$ cat src/rtl/msp430_pkg.sv
// msp430_pkg: shared state encoding and access-type constants for the memory controller.
package msp430_pkg;
  typedef enum logic [1:0] {IDLE, ACCESS, CAPTURE, DONE} state_t;
  localparam logic RW_READ  = 1'b0;
  localparam logic RW_WRITE = 1'b1;
  localparam logic ACC_WORD = 1'b0;
  localparam logic ACC_BYTE = 1'b1;
endpackage

$ cat src/rtl/mem_ctrl.sv
// mem_ctrl: CPU-to-RAM access sequencer with byte/word formatting and fixed latency.
// Define MEM_CTRL_ALIGN_ERR_EN to add the err port and reject odd word addresses.
module mem_ctrl
  import msp430_pkg::*;
(
  input  logic        clk,
  input  logic        rst_n,
  input  logic        req,
  input  logic        we,
  input  logic        bw,
  input  logic [15:0] addr,
  input  logic [15:0] wdata,
  output logic        busy,
  output logic        rdy,
  output logic [15:0] rdata,
`ifdef MEM_CTRL_ALIGN_ERR_EN
  output logic        err,
`endif
  output logic [15:0] ram_addr,
  output logic [15:0] ram_Din,
  output logic        ram_RW,
  output logic        BW,
  input  logic [15:0] ram_out
);
  state_t state, state_nxt;
  logic we_q, bw_q, mis;
  logic [15:0] addr_q, wdata_q;
`ifdef MEM_CTRL_ALIGN_ERR_EN
  assign mis = bw_q == ACC_WORD && addr_q[0];
`else
  assign mis = 1'b0;
`endif
  always_ff @(posedge clk or negedge rst_n)
    if (!rst_n) state <= IDLE;
    else state <= state_nxt;
  always_comb begin
    state_nxt = state == IDLE    ? (req ? ACCESS : IDLE) :
                state == ACCESS  ? ((we_q == RW_WRITE || mis) ? DONE : CAPTURE) :
                state == CAPTURE ? DONE : IDLE;
  end
  always_ff @(posedge clk or negedge rst_n)
    if (!rst_n) begin
      we_q    <= RW_READ;
      bw_q    <= ACC_WORD;
      addr_q  <= '0;
      wdata_q <= '0;
    end else if (state == IDLE && req) begin
      we_q    <= we;
      bw_q    <= bw;
      addr_q  <= addr;
      wdata_q <= wdata;
    end
  always_ff @(posedge clk or negedge rst_n)
    if (!rst_n) rdata <= '0;
    else if (state == CAPTURE) rdata <= bw_q == ACC_BYTE ? {8'h00, ram_out[7:0]} : ram_out;
  // Captured fields reset to zero, so the RAM-side outputs read zero out of reset.
  always_comb begin
    busy     = state != IDLE;
    rdy      = state == DONE;
    ram_RW   = state == ACCESS && we_q == RW_WRITE && !mis;
    BW       = bw_q;
    ram_addr = bw_q == ACC_BYTE ? addr_q : {addr_q[15:1], 1'b0};
    ram_Din  = bw_q == ACC_BYTE ? {8'h00, wdata_q[7:0]} : wdata_q;
  end
`ifdef MEM_CTRL_ALIGN_ERR_EN
  assign err = rdy && mis;
`endif
endmodule

$ cat config.mk
export PLATFORM = sky130hd
export DESIGN_NAME = mem_ctrl
export DESIGN_NICKNAME = d
export VERILOG_FILES = /design/src/rtl/msp430_pkg.sv /design/src/rtl/mem_ctrl.sv
export SDC_FILE = /design/constraint.sdc
export NUM_CORES = 1
export LEC_CHECK = 0
export CAP_MARGIN = 30
export CORE_ASPECT_RATIO = 0.8
export CORE_MARGIN = 3
export CORE_UTILIZATION = 42
export DETAILED_ROUTE_END_ITERATION = 10
export PLACE_DENSITY_LB_ADDON = 0.05
export SLEW_MARGIN = 5
export SYNTH_ARGS = -nofsm -noshare
export SYNTH_HDL_FRONTEND = slang
export SYNTH_SLANG_ARGS = --single-unit
$ cat constraint.sdc
create_clock -name clk -period 1.8 [get_ports clk]
set_clock_uncertainty 0.05 [all_clocks]
set_input_delay 0.54 -clock clk [delete_from_list [all_inputs] [get_ports clk]]
set_output_delay 0.54 -clock clk [all_outputs]
set_load 0.05 [all_outputs]
==> impl_metrics.csv, run 1 <==
group,metric,value,unit
floorplanning,start_util,45.2,%
power_and_ir_drop,powerDensity,2310,nW/um^2
synth,synthCells,163,
timing,fmax,0.551,GHz
timing,hold_viol,0,
synth,netlist_area,2370,sq um
drt,wl_per_cell,16.1,microns
floorplanning,floorplan.rows,23,
floorplanning,fp.dieH,73.2,microns
critical_path,reg2reg_to,"rdata[13]",
critical_path,endpoint_kind,"output port",
floorplanning,die_area,6590,sq um
drt,top_layer,"met4",
drt,met3WireLength,436,microns
critical_path,worstRegToRegCells,4,
timing,period_needed,1.81,ns
drt,drc_errors,0,
synth,synthMuxAreaShare,25.0,%
drt,vias,1501,
layout,nets,312,
global_routing,grt_overflow,0,
power_and_ir_drop,p_leak,1.85,nW
global_routing,grt_pass1_vias,1722,
layout,area_growth,70.7,%
critical_path,crit_arrival,1.22,ns
timing,max-slew-margin-rel,66.0,%
synth,synth_top_area_share,54.9,%
timing,setup_ws,-0.0144,ns
power_and_ir_drop,irDropWorstVdd,0.00129,V
layout,stdcell_area,4050,sq um
drt,drt-total-wl,5.31,mm
clocking,tritoncts,"done",
critical_path,worstPathRequired,1.21,ns
drt,dr_wl_met2,2.74,mm
clocking,clockBufferDepth,2,
critical_path,worstSetupPathType,"flip-flop to output port",
synth,netlist_top_cells_area,"dfrtp_1, mux2_4, buf_4",
layout,drive_above_1_share,50.0,%
clocking,cts-root-buf,"clkbuf_8",
synth,synth.avg_cell_area,14.5,sq um
drt,ant_nets,0,
placement,port_buffers,104,
layout,n_antenna_cell,0,
clocking,clk-insertion-delay-late,0.30,ns
synth,synth_xor_area_share,0,%
run_status,violations,"negative setup slack",
synth,synth.distinct_cells,16,
clocking,cts_sinks,52,
timing,timing.final.crit_share,101,%
global_routing,grt_start_max_net_pins,53,
synth,yosys.area_share.simple,4.96,%
timing,report.final.slew_viol_count,0,
worst_hold_path,hold_path.class,"input port to async pin",
run_status,status,"complete, but fails checks",
placement,place_area,3910,sq um
synth,synth-compound-area-share,2.38,%
global_routing,grt_first_pass_wirelength,8.74,mm
critical_path,r2r_start,"state[0]",
job,maxCapViolCount,0,
synth,synth_fa_ha_area_share,2.11,%
synth,yosysSeqAreaShare,54.9,%
synth,synth_seq_cells,52,
global_routing,antenna_found_initial,0,
drt,drtPass1Iterations,3,
placement,gp_congestion,0.772,
clocking,cts_htree_levels,2,
layout,fin_util,77.2,%
clocking,numCtsBuffers,5,
synth,synth.largest_area_cell,"dfrtp_1",
clocking,path_clk_slew,0.09,ns
placement,dp_hpwl,4.23,mm
timing,grt_setup_unrepaired,"true",
critical_path,start_kind,"flip-flop",
floorplanning,io_pins,105,
synth,yosysWarningCount,0,
drt,viasPerCell,4.53,
floorplanning,core_area,5240,sq um
critical_path,crit_path_max_fanout,2,
timing,setup_viol,2,
floorplanning,die_x,90.0,microns
synth,synth_nets,220,
drt,wl_met1,2.09,mm
synth,synth_top_family_by_area,"multiplexers",
critical_path,rrSetupSlack,0.19,ns
timing,worst_pin_slew,0.511,ns
drt,drtIter0Drc,33,
global_routing,grt_usage,17.1,%
-- synthesized netlist by cell type --
master    instances
ha_1              4
clkbuf_1          2
mux2_2           13
nor2b_1           9
buf_2             1
nand2_4           1
o21ai_0           6
dfrtp_1          52
buf_6             3
inv_1             9
buf_4            23
nand3b_1          5
mux2_4           29
and2_1            2
mux2i_1           1
a22o_1            3
-- state kept, by name, indices dropped and copies added (netlist names) --
| register | count |
|---|---|
| rdata | 16 |
| state | 2 |
| wdata_q | 16 |
| addr_q | 16 |
| BW | 1 |
| we_q | 1 |
-- area by class of cell --
class	count	area (sq um)
clock buffers	8	90.1
multi-input cells	73	866
repair buffers	114	1660
inverters	9	36.3
flip-flops and latches	52	1300
fillers	339	1190
well taps	75	93.8
-- worst max-delay path, cell delays in order, from the launching register on --
cell and delay [ns]:
dfrtp_1 0.40, inv_2 0.10, ha_4 0.15, and2_4 0.15, buf_12 0.13
-- cell usage in the layout (no fill, tap or decap) --
cell type        count
mux2_2              13
dfrtp_1             51
ha_1                 2
nand2_4              1
nor2b_2              8
nand3b_1             5
mux2_4              29
clkdlybuf4s50_1     51
inv_1                6
inv_2                2
nor2b_1              1
buf_2                1
ha_4                 2
o21ai_0              6
buf_12              54
a22o_1               3
clkbuf_8             6
dfrtp_2              1
buf_4                8
clkbuf_1             2
and2_4               2
mux2i_1              1
inv_4                1
-- logic make-up (layout without fill, tap and decap cells) --
logic type	Yosys count	count (layout)
flops	52	52
mux	43	43
buf+inv	38	131
simple gates	17	17
compound gates	9	9
fa+ha+maj	4	4
-- where the power goes --
| part | total [mW] | switching, mW | internal, mW | leakage, nW |
|---|---|---|---|---|
| Combinational | 6.29 | 2.98 | 3.31 | 1.19 |
| Sequential | 2.38 | 0.623 | 1.76 | 0.621 |
| Clock | 0.669 | 0.355 | 0.314 | 0.0455 |
-- stage by stage --
step                      hold WS [ns]  setup WS, ns  instances  power [mW]  setup TNS (ns)
after global placement           0.433     -0.000383        321        8.48       -0.000383
after floorplan                  0.194       -0.0200        163        5.85          -0.160
after CTS                        0.171       -0.0195        330        9.40         -0.0195
after detailed placement         0.439       -0.0118        321        8.63         -0.0165
final                            0.162       -0.0144        331        9.34         -0.0174
after global routing             0.172       -0.0595        331        9.71          -0.170
-- how the worst max path moves through the flow --
| stage | end | from | cells after the start |
|---|---|---|---|
| 2_1_floorplan | ram_Din[10] | BW | 2 |
| 3_3_place_gp | BW | req | 4 |
| 3_5_place_dp | wdata_q[15] | req | 4 |
| 4_1_cts | ram_RW | state[1] | 4 |
| 5_1_grt | ram_RW | state[0] | 3 |
| 6_report | ram_RW | state[1] | 4 |
-- timing repair --
action,in CTS,in global routing
setup buffers,1,1
resized for setup,8,2
hold endpoints to repair,0,0
hold buffers,0,0
pin swaps,2,1
setup endpoints to repair,2,7
-- metal layers --
metal,vias to the layer above,track usage [%]
met5,-,0
met4,0,5.09
met3,5,6.29
met2,62,30.4
met1,730,19.7
li1,704,-
Power figures use the tool's default switching activity.
==> run 2: changes to the inputs <==
--- a/config.mk
+++ b/config.mk
@@ -7,7 +7,7 @@
 export LEC_CHECK = 0
 export CAP_MARGIN = 30
 export CORE_ASPECT_RATIO = 0.8
-export CORE_MARGIN = 3
+export CORE_MARGIN = 2
 export CORE_UTILIZATION = 42
 export DETAILED_ROUTE_END_ITERATION = 10
 export PLACE_DENSITY_LB_ADDON = 0.05
==> impl_metrics.csv, run 2 (synthesis gave the netlist of run 1 again) <==
group,metric,value,unit
floorplanning,start_util,43.6,%
layout,fin_util,75.3,%
critical_path,endpoint_kind,"output port",
critical_path,crit_arrival,1.23,ns
floorplanning,fp.dieH,71.2,microns
layout,area_growth,72.6,%
layout,drive_above_1_share,52.1,%
clocking,cts_htree_levels,2,
clocking,cts_hold_buffers,0,
layout,stdcell_area,4090,sq um
timing,worst_pin_slew,0.634,ns
clocking,path_clk_slew,0.09,ns
clocking,cts-root-buf,"clkbuf_8",
power_and_ir_drop,powerDensity,2300,nW/um^2
critical_path,path_buf_inv,2,
layout,mostFrequentLayoutCells,"buf_12, clkdlybuf4s50_1, dfrtp_1, mux2_4, mux2_2",
power_and_ir_drop,power_frac_comb,67.5,%
power_and_ir_drop,switching_share,42.4,%
timing,report.final.slew_viol_count,0,
run_status,status,"complete, but fails checks",
drt,drtIter0Drc,51,
drt,drtPass1Iterations,4,
floorplanning,die_x,88.0,microns
floorplanning,die_area,6260,sq um
global_routing,antenna_found_initial,0,
critical_path,critical-path-slowest-cell,"dfrtp_1",
clocking,numCtsBuffers,5,
drt,viasPerCell,4.58,
placement,dp_hpwl,4.06,mm
layout,nets,315,
power_and_ir_drop,power,9.41,mW
critical_path,start_kind,"flip-flop",
timing,max-slew-margin-rel,57.8,%
floorplanning,io_pins,105,
timing,fmax,0.550,GHz
run_status,violations,"negative setup slack",
placement,gp_congestion,0.723,
timing,setup_viol,1,
layout,final_common_cell,"buf_12",
timing,timing.final.crit_share,101,%
power_and_ir_drop,p_leak,1.87,nW
global_routing,grt_overflow,0,
placement,port_buffers,104,
drt,drc_errors,0,
global_routing,grt_start_max_net_pins,28,
critical_path,cp_top_family,"flip-flops",
global_routing,grt_first_pass_wirelength,8.42,mm
global_routing,grt_usage,17.5,%
job,maxCapViolCount,0,
drt,ant_nets,0,
clocking,tritoncts,"done",
timing,period_needed,1.82,ns
global_routing,grt_pass1_vias,1668,
drt,wl_per_cell,15.8,microns
clocking,clk-insertion-delay-late,0.29,ns
timing,setup_ws,-0.0196,ns
clocking,clockBufferDepth,2,
power_and_ir_drop,p_int,5.42,mW
critical_path,critPathMaxStageDelay,0.41,ns
drt,vias,1544,
clocking,cts_sinks,52,
placement,place_area,3900,sq um
power_and_ir_drop,irDropWorstVdd,0.00116,V
power_and_ir_drop,clkPwrFrac,7.2,%
critical_path,crit_path_max_fanout,2,
timing,hold_slack,0.200,ns
floorplanning,core_area,5440,sq um
drt,drt-total-wl,5.32,mm
worst_hold_path,hold_path.class,"input port to async pin",
critical_path,worstSetupPathType,"flip-flop to output port",
critical_path,worstPathRequired,1.21,ns
layout,n_antenna_cell,0,
timing,grt_setup_unrepaired,"true",
floorplanning,floorplan.rows,24,
power_and_ir_drop,switchingPower,3.99,mW
critical_path,crit_chain,"inv_2, ha_4, and2_4, buf_12",
timing,hold_viol,0,
layout,reg_top3,"addr_q: 16 flops, rdata: 16 flops, wdata_q: 16 flops",
power_and_ir_drop,sequentialPowerShare,25.3,%
==> run 2: cell types whose count changed in the layout (fill, tap and decap cells not counted) <==
cell | before | now
buf_4 | 8 | 11
clkbuf_1 | 2 | 0
clkinv_2 | 0 | 2
dfrtp_1 | 51 | 50
dfrtp_4 | 0 | 1
ha_1 | 2 | 1
ha_4 | 2 | 3
==> run 2: routing by layer <==
layer | up-vias | global-route usage (%) | part of all wire (%)
met5 | - | 0 | 0
met4 | 0 | 2.56 | 0.36
met3 | 4 | 5.48 | 6.8
met2 | 67 | 30.1 | 53
met1 | 767 | 22.3 | 39
li1 | 706 | - | -
==> run 2: power groups by stage <==
| stage | Combinational, mW | Sequential (mW) | Clock (mW) |
|---|---|---|---|
| detailed placement | 6.16 | 2.41 | 0 |
| floorplan | 3.22 | 2.63 | 0 |
| global route | 6.58 | 2.45 | 0.750 |
| global placement | 6.06 | 2.38 | 0 |
| finish | 6.35 | 2.38 | 0.673 |
| CTS | 6.37 | 2.38 | 0.697 |
==> run 2: path summary, 6_finish.rpt <==
path	start	depth (start not counted)	slack [ns]	end
max in group asynchronous	rst_n	2	0.91	BW
hold reg to reg	wdata_q[15]	1	0.46	wdata_q[15]
setup / recovery	state[1]	4	-0.02	ram_RW
min in group clk	wdata_q[15]	1	0.46	wdata_q[15]
hold / removal	rst_n	1	0.20	addr_q[0]
setup reg to reg	state[0]	5	0.23	rdata[6]
==> run 2: final cells by class <==
| class | instances | area, sq um |
|---|---|---|
| clock buffer | 6 | 82.6 |
| clock inverter | 2 | 10.0 |
| tap | 78 | 97.6 |
| multi-input combinational | 73 | 878 |
| fill | 346 | 1350 |
| timing repair buffer | 117 | 1680 |
| sequential | 52 | 1310 |
| inverter | 9 | 36.3 |
==> run 2: stage by stage <==
stage                     std cells  setup TNS [ns]  worst slack, ns
after global routing            337          -0.384          -0.0518
after global placement          322               0           0.0182
after CTS                       335         -0.0357          -0.0161
after floorplan                 163          -0.160          -0.0200
final                           337         -0.0196          -0.0196
after detailed placement        322         -0.0149         -0.00877
==> run 2: timing repair <==
item	in CTS	in global routing
pin swaps	1	1
endpoints found under the setup margin	11	13
setup buffers	5	2
resized for setup	12	2
